<file path="config.mk">
export PLATFORM = sky130hd
export DESIGN_NAME = dma_tx
export DESIGN_NICKNAME = d
export VERILOG_FILES = /design/src/rtl/dma_tx.sv
export SDC_FILE = /design/constraint.sdc
export NUM_CORES = 1
export LEC_CHECK = 0
export CORE_MARGIN = 1.5
export CORE_UTILIZATION = 46
export DETAILED_ROUTE_END_ITERATION = 6
export GPL_ROUTABILITY_DRIVEN = 0
export PLACE_DENSITY = 0.89
export SYNTH_ARGS = -nofsm -noshare
export SYNTH_HDL_FRONTEND = slang
export SYNTH_SLANG_ARGS = --single-unit
</file>
<file path="constraint.sdc">
create_clock -name Clk -period 2.2 [get_ports Clk]
set_input_delay 0.55 -clock Clk [delete_from_list [all_inputs] [get_ports Clk]]
set_output_delay 0.55 -clock Clk [all_outputs]
set_load 0.1 [all_outputs]
</file>
<file path="src/rtl/dma_tx.sv">
// dma_tx: DMA transmit engine; snapshots TX_BYTES from RAM and streams them MSB first.
// Define DMA_TX_CHECKSUM_EN to append an XOR checksum byte after the data bytes.
module dma_tx #(
    parameter int RAM_AW = 8,
    parameter logic [RAM_AW-1:0] TX_BASE = 8'h04,
    parameter int TX_BYTES = 2
) (
    input  logic              Clk,
    input  logic              Rst,
    input  logic              Send_comm,
    output logic              Dma_tx_busy,
    output logic              Dma_tx_done,
    output logic              Dma_bus_req,
    input  logic              Dma_bus_gnt,
    output logic [RAM_AW-1:0] Ram_addr,
    output logic              Ram_cs,
    output logic              Ram_oe,
    input  logic [7:0]        Ram_data,
    output logic [7:0]        Tx_data,
    output logic              Tx_valid,
    input  logic              Tx_ready
);
`ifdef DMA_TX_CHECKSUM_EN
    localparam int NB = TX_BYTES + 1;
`else
    localparam int NB = TX_BYTES;
`endif
    localparam int W = 8 * NB;
    localparam logic [2:0] LAST_RD = 3'(TX_BYTES - 1);
    localparam logic [2:0] LAST_TX = 3'(NB - 1);

    typedef enum logic [2:0] {IDLE, REQ, READ, LATCH, SEND, DONE} state_t;
    state_t state, next;
    logic [2:0] cnt;
    logic [W-1:0] sh;
    logic [W-1:0] sh_in;
    logic xfer;

    assign xfer = Tx_valid && Tx_ready;
    // Bytes are shifted in as read and shifted out from the top as sent.
    assign Tx_data = sh[W-1 -: 8];

`ifdef DMA_TX_CHECKSUM_EN
    logic [7:0] chk, chk_nx;
    assign chk_nx = (cnt == '0 ? 8'h00 : chk) ^ Ram_data;
    assign sh_in = cnt == LAST_RD ? W'({sh, Ram_data, chk_nx}) : W'({sh, Ram_data});
    always_ff @(posedge Clk or posedge Rst)
        if (Rst) chk <= '0;
        else if (state == LATCH && Dma_bus_gnt) chk <= chk_nx;
`else
    assign sh_in = W'({sh, Ram_data});
`endif

    always_ff @(posedge Clk or posedge Rst)
        if (Rst) state <= IDLE;
        else state <= next;

    always_comb begin
        next = state;
        case (state)
            IDLE:    next = Send_comm ? REQ : IDLE;
            REQ:     next = Dma_bus_gnt ? READ : REQ;
            READ:    next = Dma_bus_gnt ? LATCH : REQ;
            LATCH:   next = !Dma_bus_gnt ? REQ : cnt == LAST_RD ? SEND : READ;
            SEND:    next = xfer && cnt == LAST_TX ? DONE : SEND;
            default: next = IDLE;
        endcase
    end

    always_comb begin
        Dma_tx_busy = state != IDLE;
        Dma_tx_done = state == DONE;
        Dma_bus_req = state == REQ || state == READ || state == LATCH;
        Ram_cs = state == READ && Dma_bus_gnt;
        Ram_oe = Ram_cs;
        Ram_addr = Ram_cs ? TX_BASE + RAM_AW'(cnt) : '0;
    end

    // A grant loss restarts the whole read so the snapshot stays consistent.
    always_ff @(posedge Clk or posedge Rst)
        if (Rst) begin
            cnt <= '0;
            sh <= '0;
            Tx_valid <= 1'b0;
        end else begin
            Tx_valid <= next == SEND;
            case (state)
                IDLE: cnt <= '0;
                READ: cnt <= Dma_bus_gnt ? cnt : '0;
                LATCH: begin
                    cnt <= !Dma_bus_gnt || cnt == LAST_RD ? '0 : cnt + 3'd1;
                    if (Dma_bus_gnt) sh <= sh_in;
                end
                SEND: if (xfer) begin
                    cnt <= cnt + 3'd1;
                    sh <= sh << 8;
                end
                default: ;
            endcase
        end
endmodule
</file>
==> flow_summary.ini <==
[synthesis]
yosys_warnings = 0
syn_inst = 105
avgSynthCellArea_um2 = 11.0
ys_ff_latch = 23
synth_cell_types = 28
yosysSeqAreaShare_pct = 49.8
netlist_area_um2 = 1160

[global_route]
grt_pass1_wl_um = 3750
grt_pass1_vias = 852
grt_antenna_before_repair = 0
track_usage_pct = 18.7
grt_start_max_net_pins = 24
overflow = 0

[layout]
fillers = 169
utilization_pct = 67.2
antenna_cells = 0
drive_gt1_share_pct = 34.1
area_growth_pct = 33.5
fin_area_um2 = 1540
fin_nets = 145

[run_status]
status = complete, no violations

[hold_path]
hold_depth = 1
min_from = sh[0]
hold_class = flop to flop
min_to = sh[0]

[clock_network]
postCtsSetupRepairBufs = 0
clkTransAtPathRegs_ps = 120
cts.sinks = 23
cts_tree = yes
cts_made_buffers = 3
clockRootBuffer = clkbuf_4
clk_latency_ps = 310
cts-htree-levels = 1
clk_path_buf_depth = 2

[detailed_routing]
wl_um = 2320
wl_per_cell_um = 14.8
first_pass_iters = 4
drtIter0Drc = 6
route.detailed.drc = 0
via_count = 872
routed_via_density = 5.55
ant_nets = 0

[critical_path]
worstSetupPathType = flop to primary output
end_kind = primary output
worst-endpoint-arrival_ps = 1560
cp_max_fo = 10
ff2ff_setup_slack_ps = 270
timing.rr.end = sh[11]
setup.worst_path.start_class = flop
worstPathRequired_ps = 1650
crit-reg2reg-launch = state[2]
ff2ff_path_depth = 3

[placed_design]
dpl_worst_slack_ps = -170
portBuffers = 30
place_area_um2 = 1510
place_hpwl_um = 1750

[floorplanning]
start_util_pct = 50.3
placementRows = 17
die-area_um2 = 2820
die_h_um = 53.1
core_area_um2 = 2300
io_pins = 35
die_w_um = 53.1

[power_and_ir_drop]
p_total_mw = 2.30
p_comb_share_pct = 61.1
internal-power_mw = 1.08
power.share.clock_pct = 8.2
ir_drop_uv = 1010
switching_share_pct = 53.2
pwr_density_cell_nw_per_um2 = 1490
p_seq_share_pct = 30.7
leakagePower_nw = 0.727
power_switching_mw = 1.22

[timing]
finClkSkew_ps = 10.9
setup_tns_ps = 0
final-hold-violation-count = 0
slew_viol_final = 0
fin_crit_sh_pct = 96.1
setup_slack_ps = 85.9
finalSetupViolCount = 0
fmax_ghz = 0.473
rsz0062_at_grt = no
period_minus_slack_ps = 2110

[job]
maxCapViolCount = 0
power by group through the flow:
| stage | Sequential, mW | Clock, mW | Combinational (mW) |
|---|---|---|---|
| 6_report | 0.706 | 0.189 | 1.41 |
| 5_1_grt | 0.726 | 0.214 | 1.46 |
| 4_1_cts | 0.704 | 0.199 | 1.42 |
| 3_5_place_dp | 0.710 | 0 | 1.41 |
| 3_3_place_gp | 0.695 | 0 | 1.38 |
| 2_1_floorplan | 0.654 | 0 | 1.20 |
timing repair:
action	CTS	global route
setup endpoints to repair	6	0
hold buffers	0	0
gates resized for setup	3	0
stage by stage:
step           instances  hold slack (ps)
2_1_floorplan        108              460
3_3_place_gp         153              477
3_5_place_dp         153              484
4_1_cts              157              514
5_1_grt              157              541
6_report             157              516
routing by layer:
layer / GRT usage [%] / vias to the layer above / share of wire [%]
li1: - / 397 / -
met3: 5.37 / 2 / 5.1
met4: 6.41 / 0 / 0.73
met5: 0 / - / 0
met1: 22.7 / 442 / 43
met2: 31.5 / 31 / 51
worst max-delay path, stage by stage (launching register included):
cell,delay (ps)
dfrtp_1,520
nor2b_4,160
and3_4,220
nor2b_4,160
buf_12,180
cells in the final DEF (no fill, tap or decap), types with 4 or more instances in the layout:
master / netlist / final
dfrtp_1: 23 / 23
buf_4: 14 / 14
buf_12: 0 / 9
conb_1: 1 / 4
clkdlybuf4s50_1: 0 / 11
a22o_1: 9 / 9
nand2_1: 4 / 4
nor2_1: 7 / 5
mux2_2: 8 / 8
o21ai_0: 4 / 4
worst max path at each step:
stage | start | end | slack, ps | depth (start not counted)
2_1_floorplan | Dma_bus_gnt | Ram_addr[2] | -80 | 3
3_3_place_gp | Dma_bus_gnt | Ram_addr[2] | -130 | 5
3_5_place_dp | Dma_bus_gnt | Ram_addr[2] | -170 | 5
4_1_cts | state[2] | Ram_addr[2] | 80 | 4
5_1_grt | state[2] | Ram_addr[2] | 20 | 4
6_report | state[2] | Ram_addr[2] | 90 | 4
cells by family after synthesis:
family / Yosys count / share of synthesized area, %
fa+ha+maj: 2 / 2.16
simple gates: 28 / 13.1
buf+inv: 21 / 11.6
mux: 9 / 8.66
flops: 23 / 49.8
compound gates: 21 / 14.4
other cells: 1 / 0.324
registers in the layout, summed over array words and instances, names as in the netlist:
name,cells
state,3
cnt,3
sh,16
Tx_valid,1
synth_stat cells (all sizes together):
library cell	number	area, um2
o32a	1	10.0
mux2i	1	10.0
and3	2	12.5
nor2b	4	25.0
a2bb2oi	1	8.76
nand4b	1	8.76
nand2	4	15.0
nor2	7	26.3
nand2b	3	18.8
clkbuf	2	7.51
a21oi	1	5.00
mux2	8	90.1
a31oi	1	6.26
a41oi	1	8.76
and2	4	25.0
or3	1	6.26
buf	16	115
o22ai	2	12.5
inv	3	11.3
a22o	9	78.8
or3b	1	8.76
ha	2	25.0
conb	1	3.75
o21ai	5	36.3
nand3	1	5.00
dfrtp	23	576
layout make-up:
cell class	count	area, um2	area share (%)
well taps	28	35.0	2.27
repair buffers	35	404	26.2
inverters	3	11.3	0.729
clock inverters	1	5.00	0.324
multi-input cells	64	490	31.8
flip-flops and latches	23	576	37.3
clock buffers	3	22.5	1.46
No activity file was read; power rests on OpenSTA's default activity.
